**src/rtl/spi_master_arbiter.sv**
```systemverilog
// Round-robin arbiter that shares one SPI master port among NREQ requesters.
// The grant is held for a full request/response round trip, and a watchdog bounds the wait for the master.
module spi_master_arbiter #(
    parameter int NREQ    = 3,
    parameter int MSG_W   = 32,
    parameter int TIMEOUT = 1023
) (
    input  logic                    clk,
    input  logic                    reset,
    input  logic [NREQ-1:0]         req_val,
    output logic [NREQ-1:0]         req_rdy,
    input  logic [NREQ*MSG_W-1:0]   req_msg,
    output logic [NREQ-1:0]         resp_val,
    input  logic [NREQ-1:0]         resp_rdy,
    output logic [MSG_W-1:0]        resp_msg,
    output logic                    resp_err,
    output logic                    mst_req_val,
    input  logic                    mst_req_rdy,
    output logic [MSG_W-1:0]        mst_req_msg,
    input  logic                    mst_resp_val,
    output logic                    mst_resp_rdy,
    input  logic [MSG_W-1:0]        mst_resp_msg,
    output logic [$clog2(NREQ)-1:0] grant_id,
    output logic                    busy,
    output logic [7:0]              drop_cnt
);
    localparam int ID_W  = $clog2(NREQ);
    localparam int SUM_W = ID_W + 1;
    localparam int WD_W  = $clog2(TIMEOUT + 1);

    typedef enum logic [1:0] {IDLE, SEND, WAIT, DELIVER} state_e;

    state_e           state_q, state_d;
    logic [ID_W-1:0]  ptr_q, ptr_d;
    logic [ID_W-1:0]  grant_q, grant_d;
    logic [MSG_W-1:0] req_q, req_d;
    logic [MSG_W-1:0] resp_q, resp_d;
    logic             err_q, err_d;
    logic [WD_W-1:0]  wdog_q, wdog_d;
    logic [7:0]       drop_q, drop_d;

    logic [ID_W-1:0]  sel;
    logic             sel_ok;
    logic [SUM_W-1:0] sum;

    // Scan ptr+1, ptr+2, ... wrapping modulo NREQ, which need not be a power of two.
    // NOTE: blocking assignments here are intentional; each loop pass reads the previous pass's sel_ok.
    always_comb begin
        sel    = '0;
        sel_ok = 1'b0;
        sum    = '0;
        for (int k = 1; k <= NREQ; k++) begin
            sum = SUM_W'(ptr_q) + SUM_W'(k);
            if (sum >= SUM_W'(NREQ)) sum = sum - SUM_W'(NREQ);
            if (!sel_ok && req_val[sum[ID_W-1:0]]) begin
                sel_ok = 1'b1;
                sel    = sum[ID_W-1:0];
            end
        end
    end

    // NOTE: every signal starts from its held value, so no path through the case can infer a latch.
    always_comb begin
        state_d = state_q;
        ptr_d   = ptr_q;
        grant_d = grant_q;
        req_d   = req_q;
        resp_d  = resp_q;
        err_d   = err_q;
        wdog_d  = wdog_q;
        drop_d  = drop_q;
        case (state_q)
            IDLE: begin
                if (mst_resp_val && drop_q != 8'hFF) drop_d = drop_q + 8'd1;
                if (sel_ok) begin
                    req_d   = req_msg[int'(sel)*MSG_W +: MSG_W];
                    grant_d = sel;
                    state_d = SEND;
                end
            end
            SEND: begin
                if (mst_req_rdy) begin
                    wdog_d  = '0;
                    state_d = WAIT;
                end
            end
            WAIT: begin
                wdog_d = wdog_q + WD_W'(1);
                // A response on the final watchdog cycle still wins over the timeout.
                if (mst_resp_val) begin
                    resp_d  = mst_resp_msg;
                    err_d   = 1'b0;
                    state_d = DELIVER;
                end else if (wdog_q == WD_W'(TIMEOUT - 1)) begin
                    resp_d  = '0;
                    err_d   = 1'b1;
                    state_d = DELIVER;
                end
            end
            DELIVER: begin
                if (resp_rdy[grant_q]) begin
                    ptr_d   = grant_q;
                    state_d = IDLE;
                end
            end
            default: state_d = IDLE;
        endcase
    end

    always_ff @(posedge clk) begin
        if (reset) begin
            state_q <= IDLE;
            ptr_q   <= ID_W'(NREQ - 1);
            grant_q <= '0;
            err_q   <= 1'b0;
            wdog_q  <= '0;
            drop_q  <= '0;
        end else begin
            state_q <= state_d;
            ptr_q   <= ptr_d;
            grant_q <= grant_d;
            err_q   <= err_d;
            wdog_q  <= wdog_d;
            drop_q  <= drop_d;
        end
    end

    // NOTE: payload registers are not reset; the FSM never presents them before they are written.
    always_ff @(posedge clk) begin
        req_q  <= req_d;
        resp_q <= resp_d;
    end

    always_comb begin
        req_rdy      = '0;
        resp_val     = '0;
        resp_err     = 1'b0;
        mst_req_val  = 1'b0;
        mst_resp_rdy = 1'b0;
        case (state_q)
            IDLE: begin
                mst_resp_rdy = 1'b1;
                if (sel_ok) req_rdy = NREQ'(1) << sel;
            end
            SEND:    mst_req_val  = 1'b1;
            WAIT:    mst_resp_rdy = 1'b1;
            DELIVER: begin
                resp_val = NREQ'(1) << grant_q;
                resp_err = err_q;
            end
            default: ;
        endcase
    end

    assign resp_msg    = resp_q;
    assign mst_req_msg = req_q;
    assign grant_id    = grant_q;
    assign busy        = (state_q != IDLE);
    assign drop_cnt    = drop_q;

endmodule

```
**config.mk**
```make
export PLATFORM = sky130hd
export DESIGN_NAME = spi_master_arbiter
export DESIGN_NICKNAME = d
export VERILOG_FILES = /design/src/rtl/spi_master_arbiter.sv
export SDC_FILE = /design/constraint.sdc
export NUM_CORES = 1
export LEC_CHECK = 0
export CORE_MARGIN = 3
export CORE_UTILIZATION = 45
export DETAILED_ROUTE_END_ITERATION = 12
export HOLD_SLACK_MARGIN = 0.06
export PLACE_DENSITY = 0.87
export RECOVER_POWER = 100
export SYNTH_ARGS = -nofsm -noshare
export SYNTH_HDL_FRONTEND = slang
export SYNTH_SLANG_ARGS = --single-unit
```
**constraint.sdc**
```tcl
create_clock -name clk -period 7.3 [get_ports clk]
set_input_delay 1.46 -clock clk [delete_from_list [all_inputs] [get_ports clk]]
set_output_delay 1.46 -clock clk [all_outputs]
set_load 0.005 [all_outputs]
```
==> summary.md, run 1 <==
| Metric | Value |
|---|---|
| Mapped Nets | `589` |
| Core Util, Final | `0.718` |
| Congestion Overflow GR | `0` |
| Status | `complete, but fails checks` |
| Later-pin clock latency in the skew report | `0.36 ns` |
| Clock slew at reported path FFs | `0.09 ns` |
| RSZ-0062 raised after global routing | `false` |
| Final setup skew | `0.0149 ns` |
| CTS Hold Bufs | `0` |
| Net Sw Power | `0.556 mW` |
| Syn Std Cell Area | `0.00473 sq mm` |
| Sequential area share after synthesis | `0.512` |
| Ant diodes | `0` |
| Layout area overhead | `51.8%` |
| Layout cells sized above 1 | `0.0524` |
| Final worst-path cycle share | `0.759` |
| Critical path launch point type | `input pin` |
| Final setup fails | `0` |
| Worst r2r src | `ptr_q[0]$_SDFFE_PP0P_` |
| Post-synthesis async set-or-reset flop share | `0` |
| Hold Crit Endpoint | `err_q$_SDFFE_PP0P_` |
| Htree depth | `3` |
| WL/cell | `19.4 um` |
| Die height | `109 um` |
| HPWL after DPL | `11,100 um` |
| Worst slack, placed | `1.89 ns` |
| Total Nets Final | `793` |
| Fin worst setup slack | `1.76 ns` |
| Hold depth | `2` |
| Clk buf depth | `2` |
| Hold Crit Class | `register to register` |
| Synth cell count leaders | `edfxtp_1, nand3_1, nand4_1` |
| Switching Fraction | `0.322` |
| EDFF count, synth | `64` |
| Row count | `36` |
| Post-CTS resize count | `0` |
| Slew headroom | `-0.309` |
| Top achievable clock speed | `180 MHz` |
| Initial DRC count | `303` |
| Drt drc | `0` |
| Main flop type after synthesis | `edfxtp_1` |
| Area of the multi-input gates | `0.00211 sq mm` |
| Period minus WS final | `5.54 ns` |
| Critical path peak fanout | `66` |
| Beginning of the worst hold path | `err_q$_SDFFE_PP0P_` |
| CTS sink cnt | `89` |
| Fin Setup TNS | `0 ns` |
| Worst Path Arrival | `4.08 ns` |
| CTS Buf Count | `9` |
| Slew Limit Fails | `71` |
| Routed Antenna Nets | `0` |
| Yosys reg bits | `89` |
| Initial Utilization | `0.473` |
| Worst hold margin | `0.492 ns` |
| Root buffer cell | `clkbuf_8` |
| CTS tree | `built` |
| Die ar. | `0.0118 sq mm` |
| Initial antenna violation count | `0` |
| Layout fillers | `746` |
| Largest net degree at the start of global routing | `67` |
| Mapped Cells | `440` |
| GPL Wtd Cong | `1.02` |
| Pint | `1.17 mW` |
| Top cell type's share of synthesized area | `0.406` |
| Comb power frac | `0.375` |
| Reg2reg path depth | `8` |
| First-pass DRT Iterations | `5` |
| Crit Path Class | `input pin to primary output` |
| Worst slew pin tran | `1.96 ns` |
| Final hold vios | `0` |
| Failing checks | `capacitance limit, slew limit` |
| Die X-Extent | `109 um` |
| Most frequent cell after synthesis | `edfxtp_1` |
| Clock power frac | `0.188` |
| Yosys cell types | `55` |
| Final Power | `1.73 mW` |
| Core area | `0.0100 sq mm` |
| Worst path required time | `5.84 ns` |
| Via count | `4,603` |
| Reg area | `0.00242 sq mm` |
| Final wirelength | `15,100 um` |
| Vias in the first global route | `4,394` |
| First-pass GRT wire length | `22,900 um` |
| Worst vdd ir | `0.125 mV` |
| Power Density | `240 mW/mm^2` |
| Port bufs | `221` |
| Reg2Reg Setup Slack | `3.27 ns` |
| Sequential power share | `0.438` |
| Ports | `222` |
| Pleak | `2.60 nW` |
| Setup Buffers After CTS | `0` |
| Overall routing resource usage | `0.248` |
| RR Endpoint | `grant_id[1]$_SDFFE_PP0P_` |
| M1 GR Usage | `0.302` |
| Mean post-synth cell area | `10.7 sq um` |
| Synth area leaders | `edfxtp_1, dfxtp_1, o2111ai_1` |
| Post-synth top area cell | `edfxtp_1` |
| Busiest grt layer | `met2` |
| Grt met2 use | `0.429` |
| GR Util met3 | `0.0430` |
| Maximum capacitance violations | `2` |
| Via/cell ratio | `5.89` |
| Synth warn | `0` |
| Crit end category | `primary output` |
[registers in the layout (all words and copies together) (netlist names)]
| register | count |
|---|---|
| drop_cnt | 8 |
| err_q | 1 |
| grant_id | 2 |
| mst_req_msg | 32 |
| ptr_q | 2 |
| resp_msg | 32 |
| state_q | 2 |
| wdog_q | 10 |
[metrics by stage]
| step | cells | cell area (sq um) |
|---|---|---|
| after global routing | 782 | 7180 |
| after floorplan | 440 | 4730 |
| after global placement | 766 | 7030 |
| final | 782 | 7180 |
| after CTS | 782 | 7210 |
| after detailed placement | 766 | 7030 |
[layout by cell type, fill, tap and decap left out, drive strengths merged, types with 2 or more instances in the layout]
cell type      netlist  layout
clkdlybuf4s50        0     134
dlygate4sd3          0      87
edfxtp              64      64
nand3               36      36
nand4               36      36
and2                34      34
o2111ai             32      32
a22oi               32      32
nor2                27      27
dfxtp               25      25
nand2               15      15
clkbuf              14      13
inv                  9      13
ha                  11      11
a21oi               10      10
xor2                 7       7
mux2i                6       6
xnor2                6       6
o21ai                6       6
buf                 22       5
nand2b               4       4
a211oi               4       4
nor3                 3       3
mux2                 3       3
or2                  3       3
nor2b                3       3
and4                 2       2
a31oi                2       2
o21a                 2       2
and3                 2       2
or3                  2       2
clkinv               1       2
[critical path, cell delays in order]
cell	delay, ns
dlygate4sd3_1	0.73
nand4bb_1	0.16
a211oi_1	0.50
nor2_4	0.07
buf_4	0.34
nand2_1	0.18
nor2b_1	0.05
dlygate4sd3_1	0.57
[routing by layer]
layer	wire, um	share of wire	vias to the layer above
met1	5410	0.36	2161
li1	-	-	2120
met2	7810	0.52	273
met5	0	0	-
met4	622	0.041	0
met3	1290	0.085	49
[worst max path at each step]
stage | from | endpoint | slack, ns
after detailed placement | req_val[1] | req_rdy[2] | 1.89
after floorplan | req_val[2] | req_rdy[0] | 2.40
after CTS | req_val[1] | req_rdy[2] | 1.89
final | req_val[2] | req_rdy[0] | 1.76
after global placement | req_val[1] | req_rdy[2] | 1.99
after global routing | req_val[2] | req_rdy[0] | 1.62
[power groups by stage]
stage	sequential, mW	combinational, mW	clock (mW)
global placement	0.764	0.689	0
CTS	0.757	0.706	0.331
detailed placement	0.768	0.702	0
global route	0.769	0.698	0.354
finish	0.755	0.647	0.324
floorplan	0.779	0.268	0
[kinds of logic (layout without fill, tap and decap cells)]
| family | after synthesis | in the layout | share of synthesized area |
|---|---|---|---|
| xor gates and xnor gates | 13 | 13 | 0.0241 |
| AOI/OAI and AO/OA | 99 | 99 | 0.169 |
| buffers and inverters | 46 | 255 | 0.0437 |
| DFF | 89 | 89 | 0.512 |
| muxes | 9 | 9 | 0.0206 |
| and+or+nand+nor | 173 | 173 | 0.201 |
| adders and majority gates | 11 | 11 | 0.0291 |
[cell type report]
class / instances / share of cell area
repair buffers: 229 / 0.315
flip-flops and latches: 89 / 0.337
clock buffers: 10 / 0.0178
clock inverters: 6 / 0.00784
inverters: 10 / 0.00523
well taps: 133 / 0.0232
multi-input cells: 305 / 0.294
Note: power is estimated with default switching activity, not from simulation.
==> run 2, diff against run 1 <==
--- a/config.mk
+++ b/config.mk
@@ -6,10 +6,10 @@
 export NUM_CORES = 1
 export LEC_CHECK = 0
 export CORE_MARGIN = 3
-export CORE_UTILIZATION = 45
+export CORE_UTILIZATION = 38
 export DETAILED_ROUTE_END_ITERATION = 12
 export HOLD_SLACK_MARGIN = 0.06
-export PLACE_DENSITY = 0.87
+export PLACE_DENSITY = 0.78
 export RECOVER_POWER = 100
 export SYNTH_ARGS = -nofsm -noshare
 export SYNTH_HDL_FRONTEND = slang
==> constraint.sdc (replaced) <==
create_clock -name clk -period 4.7 [get_ports clk]
set_input_delay 0.94 -clock clk [delete_from_list [all_inputs] [get_ports clk]]
set_output_delay 0.94 -clock clk [all_outputs]
set_load 0.005 [all_outputs]
==> run 2 against run 1 <==
  * The run still ends with capacitance limit, slew limit left
  * Utilization down 11 points
  * Flip-flop and latch count unchanged
  * Via count increased by 0.61%
  * Non-clock buffer count increased by 1
  * Combinational power grew 58%
  * Hold slack gained 0.011 ns
  * Sequential power increased by 55%
  * Clock skew fell by 0.0099 ns
  * Cell count rose by 4.6%
==> summary.md, run 2 (synthesis gave the netlist of run 1 again) <==
| Metric | Value |
|---|---|
| Status | `complete, but fails checks` |
| Failing checks | `capacitance limit, slew limit` |
| Initial antenna violation count | `0 (unchanged)` |
| CTS Hold Bufs | `0 (unchanged)` |
| Later-pin clock latency in the skew report | `0.34 ns (-0.02 ns)` |
| Final wirelength | `15,300 um (+1.0%)` |
| Layout cells sized above 1 | `0.0600 (+0.00761)` |
| Worst slew pin tran | `1.50 ns (-0.462 ns)` |
| Period minus WS final | `4.44 ns` |
| Final instance area | `0.00735 sq mm (+2.3%)` |
| Reg2Reg Setup Slack | `1.04 ns (-2.23 ns)` |
| Htree depth | `3 (unchanged)` |
| Worst path required time | `3.76 ns (-2.08 ns)` |
| GPL Wtd Cong | `0.853 (-17%)` |
| Congestion Overflow GR | `0 (unchanged)` |
| Drt drc | `0 (unchanged)` |
| First-pass DRT Iterations | `6 (+1)` |
| Post-CTS resize count | `0 (unchanged)` |
| Ant diodes | `0 (unchanged)` |
| Reg2reg path depth | `6 (-2)` |
| Total Nets Final | `794 (+0.13%)` |
| Beginning of the worst hold path | `state_q[1]$_SDFFE_PP0P_` |
| Worst r2r src | `ptr_q[0]$_SDFFE_PP0P_` |
| Core area | `0.0121 sq mm (+21%)` |
| Clk buf depth | `2 (unchanged)` |
| Die X-Extent | `118 um (+8.3%)` |
| Pleak | `2.67 nW (+2.4%)` |
| Routed Antenna Nets | `0 (unchanged)` |
| Port bufs | `221 (unchanged)` |
| WL/cell | `18.7 um (-3.4%)` |
| Vias in the first global route | `4,537 (+3.3%)` |
| M1 GR Usage | `0.262 (-0.0405)` |
| Crit Path Class | `input pin to primary output` |
| Top achievable clock speed | `225 MHz` |
| Commonest non-fill, non-tap cell in the layout | `clkdlybuf4s50_1` |
| Ports | `222 (unchanged)` |
| Most frequent cells in the layout | `clkdlybuf4s50_1, dlygate4sd3_1, edfxtp_1, nand3_1, nand4_1` |
| GR Util met3 | `0.0471 (+0.00411)` |
| Placed inst area | `0.00708 sq mm (+0.73%)` |
| Worst Path Arrival | `3.50 ns (-0.58 ns)` |
| Sequential power share | `0.406 (-0.032)` |
| Initial Utilization | `0.390 (-0.0825)` |
| CTS Buf Count | `9 (unchanged)` |
| Critical path launch point type | `input pin` |
| RR Endpoint | `mst_req_msg[19]$_DFFE_PP_` |
| Largest net degree at the start of global routing | `66 (-1.5%)` |
| Initial DRC count | `439 (+45%)` |
| Slew headroom | `-0.000382 (+0.308)` |
| Slew Limit Fails | `26 (-63%)` |
| Via count | `4,631 (+0.61%)` |
| Row count | `40 (+11%)` |
| Net Sw Power | `0.896 mW (+61%)` |
| Maximum capacitance violations | `1 (-1)` |
| Final setup skew | `0.00494 ns (-0.00991 ns)` |
| Layout area overhead | `55.4%` |
| CTS sink cnt | `89 (unchanged)` |
| Overall routing resource usage | `0.216 (-0.0321)` |
| First-pass GRT wire length | `24,200 um (+5.4%)` |
| Busiest grt layer | `met2` |
| Pint | `1.99 mW (+70%)` |
| CTS tree | `built` |
| Final setup fails | `0 (unchanged)` |
| Critical path peak fanout | `13 (-80%)` |
| Clock power frac | `0.240 (+0.052)` |
| Fin Setup TNS | `0 ns (unchanged)` |
| Root buffer cell | `clkbuf_16` |
| HPWL after DPL | `11,000 um (-1.1%)` |
| Setup Buffers After CTS | `0 (unchanged)` |
| Worst vdd ir | `0.190 mV (+52%)` |
| Power Density | `393 mW/mm^2 (+64%)` |
| Switching Fraction | `0.310 (-0.0117)` |
| Final worst-path cycle share | `0.945` |
| Hold Crit Endpoint | `state_q[1]$_SDFFE_PP0P_` |
| Grt met2 use | `0.364 (-0.0648)` |
| Hold depth | `2 (unchanged)` |
| Comb power frac | `0.354 (-0.021)` |
| Die height | `118 um (+8.3%)` |
| Die ar. | `0.0138 sq mm (+17%)` |
| Clock slew at reported path FFs | `0.07 ns (-0.02 ns)` |
| Crit end category | `primary output` |
| Final hold vios | `0 (unchanged)` |
| Hold Crit Class | `register to register` |
| Via/cell ratio | `5.66 (-3.8%)` |
| RSZ-0062 raised after global routing | `false` |
==> run 2: cell type report <==
type	count	area, sq um
Clock buffer	11	240
Clock inverter	5	37.5
Multi-Input combinational cell	305	2130
Tap cell	168	210
Fill cell	1002	4770
Inverter	10	37.5
Timing Repair Buffer	230	2270
Sequential cell	89	2420
==> run 2: worst max-delay path by stage <==
stage / start / end / slack (ns) / cells after the start
final: req_val[2] / req_rdy[0] / 0.26 / 7
after global placement: req_val[2] / req_rdy[0] / 0.43 / 7
after global routing: ptr_q[0]$_SDFFE_PP0P_ / req_rdy[2] / 0.16 / 7
after CTS: req_val[2] / req_rdy[0] / 0.37 / 7
after floorplan: ptr_q[0]$_SDFFE_PP0P_ / req_rdy[0] / 0.79 / 8
after detailed placement: req_val[2] / req_rdy[0] / 0.36 / 7
==> run 2: metrics by stage <==
stage | instances | hold slack, ns | total power, mW | setup WS, ns | utilization
after floorplan | 440 | 0.465 | 1.63 | 0.791 | -
after global routing | 818 | 0.550 | 3.03 | 0.159 | 0.607
after detailed placement | 802 | 0.490 | 2.29 | 0.363 | 0.585
after CTS | 818 | 0.500 | 2.99 | 0.365 | 0.608
final | 818 | 0.503 | 2.89 | 0.261 | 0.607
after global placement | 802 | 0.477 | 2.26 | 0.434 | 0.585
==> run 2: worst max-delay path: stages <==
cell and delay [ns]:
dlygate4sd3_1 0.76, or3b_1 0.43, a21boi_4 0.18, a21oi_4 0.38
nand2_1 0.12, nor2b_1 0.13, clkdlybuf4s50_1 0.55
==> run 2: power by group through the flow <==
stage	logic, mW	clock network, mW	registers, mW
floorplan	0.416	0	1.21
global route	1.10	0.738	1.19
detailed placement	1.10	0	1.19
finish	1.02	0.692	1.17
global placement	1.08	0	1.18
CTS	1.10	0.704	1.18
==> run 2: routing by layer <==
metal	wire, um	vias up
met4	539	0
met3	1170	37
met1	6020	2219
met2	7560	252
met5	0	-
li1	-	2123
==> run 3, diff against run 2 <==
--- a/config.mk
+++ b/config.mk
@@ -11,6 +11,7 @@
 export HOLD_SLACK_MARGIN = 0.06
 export PLACE_DENSITY = 0.78
 export RECOVER_POWER = 100
+export SETUP_SLACK_MARGIN = 0.02
 export SYNTH_ARGS = -nofsm -noshare
 export SYNTH_HDL_FRONTEND = slang
 export SYNTH_SLANG_ARGS = --single-unit
==> results of run 3 <==
No change in the layout: final DEF, timing and power equal those of run 2.
